--- src/rtl/thumb_fetch.sv ---
// ---------------------------------------------------------------------------
// thumb_fetch
//
// Instruction fetch unit for a 16-bit Thumb decode stage.
//
// How it works:
//   - It issues single word reads to instruction memory.
//   - It buffers one 32-bit word and presents the halfwords of that word to
//     decode in little-endian order, using a valid/ready handshake.
//   - A branch redirect from execute flushes the buffer and restarts fetch
//     at the target address.
//   - A read response that was already in flight when the redirect arrived
//     is drained and discarded.
//   - At most one read is outstanding at any time.
//
// Ports:
//   clk          clock; all state changes on the rising edge
//   rst_n        asynchronous active-low reset
//   mem_req      single-cycle read request (memory always accepts)
//   mem_addr     word address of the request, bits [1:0] = 00
//   mem_rdata    read data, qualified by mem_rvalid
//   mem_rvalid   response strobe, exactly one per request
//   instruction  halfword presented to decode
//   instr_valid  instruction / instr_pc are valid
//   instr_pc     halfword address of instruction (bit 0 = 0)
//   instr_ready  decode accepts the presented halfword this cycle
//   redirect     branch taken: flush and refetch
//   redirect_pc  branch target (bit 0 ignored)
//
// All outputs are registered.
// ---------------------------------------------------------------------------
module thumb_fetch #(
    parameter logic [31:0] RESET_PC = 32'h0000_0000
) (
    input  logic        clk,
    input  logic        rst_n,
    output logic        mem_req,
    output logic [31:0] mem_addr,
    input  logic [31:0] mem_rdata,
    input  logic        mem_rvalid,
    output logic [15:0] instruction,
    output logic        instr_valid,
    output logic [31:0] instr_pc,
    input  logic        instr_ready,
    input  logic        redirect,
    input  logic [31:0] redirect_pc
);

    typedef enum logic [1:0] {
        ST_ISSUE = 2'd0,
        ST_WAIT  = 2'd1,
        ST_DRAIN = 2'd2,
        ST_EMIT  = 2'd3
    } state_t;

    // Clear bit 0 so the value is a halfword address.
    function automatic logic [31:0] half_align(input logic [31:0] a);
        return a & 32'hFFFF_FFFE;
    endfunction

    // Clear bits [1:0] so the value is a word address.
    function automatic logic [31:0] word_align(input logic [31:0] a);
        return a & 32'hFFFF_FFFC;
    endfunction

    // Select one halfword of a word, little-endian.
    function automatic logic [15:0] select_half(input logic [31:0] w,
                                                input logic        upper);
        return upper ? w[31:16] : w[15:0];
    endfunction

    state_t      state;
    logic [31:0] pc;        // halfword address of the next halfword for decode
    logic [31:0] word_buf;  // the one buffered fetch word
    logic [31:0] target;    // redirect target, halfword aligned
    logic [31:0] pc_inc;    // pc + 2; the 32-bit add wraps naturally
    logic        handshake;

    assign target    = half_align(redirect_pc);
    assign pc_inc    = pc + 32'd2;
    assign handshake = instr_valid & instr_ready;

    always_ff @(posedge clk or negedge rst_n) begin
        if (!rst_n) begin
            state       <= ST_ISSUE;
            pc          <= half_align(RESET_PC);
            word_buf    <= '0;
            mem_req     <= 1'b0;
            mem_addr    <= '0;
            instruction <= '0;
            instr_valid <= 1'b0;
            instr_pc    <= '0;
        end else begin
            case (state)
                // ---- ISSUE: the request is presented for exactly one cycle ----
                ST_ISSUE: begin
                    if (!mem_req) begin
                        // The first cycle after reset has no request on the bus
                        // yet, so present it now. A redirect here simply
                        // retargets the request; nothing is stale.
                        mem_req <= 1'b1;
                        if (redirect) begin
                            pc       <= target;
                            mem_addr <= word_align(target);
                        end else begin
                            mem_addr <= word_align(pc);
                        end
                    end else begin
                        mem_req <= 1'b0;
                        if (redirect) begin
                            // The request just issued is now stale.
                            pc    <= target;
                            state <= ST_DRAIN;
                        end else begin
                            state <= ST_WAIT;
                        end
                    end
                end

                // ---- WAIT: the response for the current pc is outstanding ----
                ST_WAIT: begin
                    if (redirect) begin
                        pc <= target;
                        if (mem_rvalid) begin
                            // Drop the data and go straight to the new target.
                            mem_req  <= 1'b1;
                            mem_addr <= word_align(target);
                            state    <= ST_ISSUE;
                        end else begin
                            state <= ST_DRAIN;
                        end
                    end else if (mem_rvalid) begin
                        word_buf    <= mem_rdata;
                        instruction <= select_half(mem_rdata, pc[1]);
                        instr_pc    <= pc;
                        instr_valid <= 1'b1;
                        state       <= ST_EMIT;
                    end
                end

                // ---- DRAIN: discard the stale response, keep the latest target ----
                ST_DRAIN: begin
                    if (redirect) begin
                        pc <= target;
                    end
                    if (mem_rvalid) begin
                        mem_req  <= 1'b1;
                        mem_addr <= word_align(redirect ? target : pc);
                        state    <= ST_ISSUE;
                    end
                end

                // ---- EMIT: present buffered halfwords to decode ----
                ST_EMIT: begin
                    if (redirect) begin
                        // A handshake this cycle still completes for decode;
                        // whatever remains of the word is thrown away.
                        pc          <= target;
                        word_buf    <= '0;
                        instr_valid <= 1'b0;
                        mem_req     <= 1'b1;
                        mem_addr    <= word_align(target);
                        state       <= ST_ISSUE;
                    end else if (handshake) begin
                        pc <= pc_inc;
                        if (pc[1]) begin
                            // The upper half is used up: fetch the next word.
                            instr_valid <= 1'b0;
                            mem_req     <= 1'b1;
                            mem_addr    <= word_align(pc_inc);
                            state       <= ST_ISSUE;
                        end else begin
                            instruction <= word_buf[31:16];
                            instr_pc    <= pc_inc;
                        end
                    end
                end

                default: begin
                    state <= ST_ISSUE;
                end
            endcase
        end
    end

endmodule

--- config.mk ---
export PLATFORM = sky130hd
export DESIGN_NAME = thumb_fetch
export DESIGN_NICKNAME = d
export VERILOG_FILES = /design/src/rtl/thumb_fetch.sv
export SDC_FILE = /design/constraint.sdc
export NUM_CORES = 1
export LEC_CHECK = 0
export CORE_UTILIZATION = 47
export CTS_CLUSTER_DIAMETER = 40
export DETAILED_ROUTE_END_ITERATION = 16
export MAX_ROUTING_LAYER = met4
export PLACE_DENSITY = 0.73
export SLEW_MARGIN = 15
export SYNTH_ARGS = -nofsm -noshare
export SYNTH_HDL_FRONTEND = slang
export SYNTH_SLANG_ARGS = --single-unit
--- constraint.sdc ---
create_clock -name clk -period 5.4 [get_ports clk]
set_clock_uncertainty 0.05 [all_clocks]
set_input_delay 1.08 -clock clk [delete_from_list [all_inputs] [get_ports clk]]
set_output_delay 1.08 -clock clk [all_outputs]
set_load 0.02 [all_outputs]
==> impl_metrics.csv <==
group,metric,value,unit
power,p_leak,4.054,nW
timing,timing.final.crit_share,0.6133,
finish,area_delta_synth_final,27.07,%
critical_path,worstPathRequired,5.68,ns
power,p_comb_frac,0.455,
cts,clock_sinks,128,
floorplanning,rows,46,
synth,yosysSeqAreaShare,0.4103,
timing,rsz0062_at_grt,"no",
synth,ys_async_sr_fraction,1.000,
finish,diodes,0,
critical_path,critPathLaunchType,"register",
power,intPower,0.003115,W
status,status,"finished, final reports clean",
finish,multiInputGateArea,0.004167,mm²
cts,insertion_delay,0.43,ns
finish,layout-drive-gt1-share,0.07730,
critical_path,slowest_stage,"ha_2",
timing,finalCriticalPeriod,3.312,ns
route,routed_wl,23.63,mm
critical_path,crit_fanout,40,
cts,ctsHoldBuffers,0,
synth,synth_flop_cell,"dfrtp_1",
cts,ctsResizeCount,0,
grt,grt_pass1_vias,6744,
timing,slew_headroom,0.2742,
cts,cts_root_buf,"clkbuf_16",
critical_path,r2r_end,"mem_addr[6]",
route,antenna_left,0,
critical_path,max_stage_delay,0.69,ns
critical_path,crit_top_cell,"buf_4",
critical_path,startpoint,"state[1]",
synth,avgSynthCellArea,8.683,µm²
critical_path,path_cells,"ha_2, buf_4, o21bai_1, o211ai_1, buf_4, a221o_1, a21oi_1, a311oi_1",
cts,htree_levels,4,
critical_path,reg2regPathDepth,8,
finish,fin_cells,1225,
finish,final_area,0.009920,mm²
synth,netlist_instances,899,
critical_path,worst-endpoint-arrival,3.59,ns
synth,ys_ff_latch,128,
route,first_iter_violations,838,
power,p_clk_frac,0.238,
finish,fillers,1379,
cts,cts_max_path_buffers,2,
timing,tightestPinTransition,1.061,ns
critical_path,reg2reg_from,"state[1]",
cts,cts_buffers,17,
grt,grt_pass1_wl,36.89,mm
floorplanning,die-area,0.01713,mm²
placement,dp_hpwl,16.22,mm
critical_path,path_class,"register to register",
floorplanning,io_pins,151,
power,ir_drop,0.3086,mV
synth,synth.top_cell.area_share,0.4103,
synth,synth_commonest_cells,"128 x dfrtp_1, 124 x nand2_1, 92 x o21ai_0",
synth,synth_area,0.007806,mm²
route,drc,0,
synth,synth_area_leaders,"dfrtp_1 41%, nand2_1 6.0%, o21ai_0 5.9%",
critical_path,endpoint_kind,"register",
timing,finalSetupTns,0,ns
hold_path,hold_class,"register to register",
route,viasPerCell,6.053,
grt,antenna_found_initial,0,
cts,post_cts_buffers,0,
synth,synthDistinctLibCells,69,
power,powerDensity,528.5,mW/mm²
power,switchingPower,0.002127,W
cts,cts_tree,"built",
timing,finalMaxSlewViolations,0,
synth,synth.most_common_cell,"dfrtp_1",
finish,nNetsFinal,1072,
grt,grt_max_degree,61,
floorplanning,initial_core_util,0.4861,
hold_path,min_from,"instr_pc[22]",
cts,clk_pin_slew,0.06,ns
timing,hold_viol,0,
job,cap_violations,0,
grt,grtUsageTotal,0.2959,
grt,overflow,0,
timing,fmax,301.9,MHz
floorplanning,die_w,130.9,µm
power,p_seq_frac,0.307,
timing,setup_viol,0,
finish,final-seq-area,0.003203,mm²
hold_path,worstHoldEndpoint,"instr_pc[22]",
floorplanning,coreArea,0.01606,mm²
placement,placedCellCount,1193,
placement,port_buffers,146,
synth,yosys.area.top_type,"dfrtp_1",
route,post_drt_wl_per_cell,19.29,µm
critical_path,rrSetupSlack,2.09,ns
power,p_sw_frac,0.4058,
placement,placed_area,0.009285,mm²
route,vias,7415,
route,drt-pass1-iter-count,9,
floorplanning,die_h,130.9,µm
synth,yosysWarnings,0,
hold_path,whs_path_depth,2,
placement,gp_congestion,0.9180,
synth,synth_edf_count,0,
area by class of cell:
| cell class | count | share of cell area |
|---|---|---|
| inverter | 11 | 0.004162 |
| tap | 216 | 0.02725 |
| timing repair buffer | 166 | 0.1617 |
| sequential | 128 | 0.3229 |
| clock buffer | 18 | 0.04326 |
| clock inverter | 14 | 0.02069 |
| multi-input combinational | 672 | 0.4200 |
sequential cells by signal (all words and copies together), names as in the netlist:
signal,count
instr_pc,31
instr_valid,1
instruction,16
mem_addr,30
mem_req,1
pc,31
state,2
word_buf,16
cell usage in the layout, fill, tap and decap left out, drive strengths merged, types with 14 or more instances in the layout:
cell type,netlist,layout
nand2,124,124
xnor2,25,25
nor2,60,60
a22o,18,18
dfrtp,128,128
clkbuf,55,18
a21oi,56,56
mux2i,36,36
nand4,24,24
nand3,28,28
clkdlybuf4s50,0,144
buf,35,22
xor2,29,29
nor4,18,18
o21ai,98,98
nor3,17,17
inv,11,14
metrics by stage:
step / hold WS [ns] / total power [W] / setup WS, ns / util
global route: 0.4554 / 0.005556 / 1.796 / 0.6177
CTS: 0.4331 / 0.005239 / 2.086 / 0.6177
detailed placement: 0.4193 / 0.003969 / 1.717 / 0.5782
floorplan: 0.4164 / 0.002983 / 2.767 / -
finish: 0.4240 / 0.005242 / 2.088 / 0.6177
global placement: 0.4106 / 0.003937 / 1.747 / 0.5782
routing by layer:
metal / GRT usage / part of all wire / routed length, µm / up-vias
met5: - / 0 / 0 / -
met4: 0.09060 / 0.017 / 396 / 0
met3: 0.06555 / 0.097 / 2301 / 38
met2: 0.4223 / 0.43 / 10270 / 416
met1: 0.4168 / 0.45 / 10660 / 3516
li1: - / - / - / 3445
cell families (layout without fill, tap and decap cells):
logic type                 Yosys count  after routing  synth area share
AOI/OAI and AO/OA                  264            264            0.2148
xor gates and xnor gates            54             54           0.06059
buffers and inverters              101            209           0.05738
muxes                               37             37           0.04760
DFF                                128            128            0.4103
and+or+nand+nor                    307            307            0.1976
other                                1              3         0.0004804
adders and majority gates            7              7           0.01122
worst max-delay path by stage:
stage,cells after the start,to,slack (ns)
2_1_floorplan,6,mem_addr[20],2.77
3_3_place_gp,6,mem_addr[20],1.75
5_1_grt,8,mem_addr[8],1.80
3_5_place_dp,6,mem_addr[20],1.72
6_report,8,mem_addr[6],2.09
4_1_cts,8,mem_addr[6],2.09
critical path, delay by kind of cell (launching register included):
kind / cells / cell delay [ns]
compound gates: 5 / 1.09
flops: 1 / 0.39
buf+inv: 2 / 0.94
fa+ha+maj: 1 / 0.69
power by group through the flow:
stage / Sequential, W / Combinational (W) / Clock [W]
2_1_floorplan: 0.00183 / 0.00115 / 0
3_5_place_dp: 0.00161 / 0.00236 / 0
4_1_cts: 0.00160 / 0.00238 / 0.00126
6_report: 0.00161 / 0.00238 / 0.00125
3_3_place_gp: 0.00160 / 0.00233 / 0
5_1_grt: 0.00166 / 0.00260 / 0.00130
(Power assumes the default switching activity.)
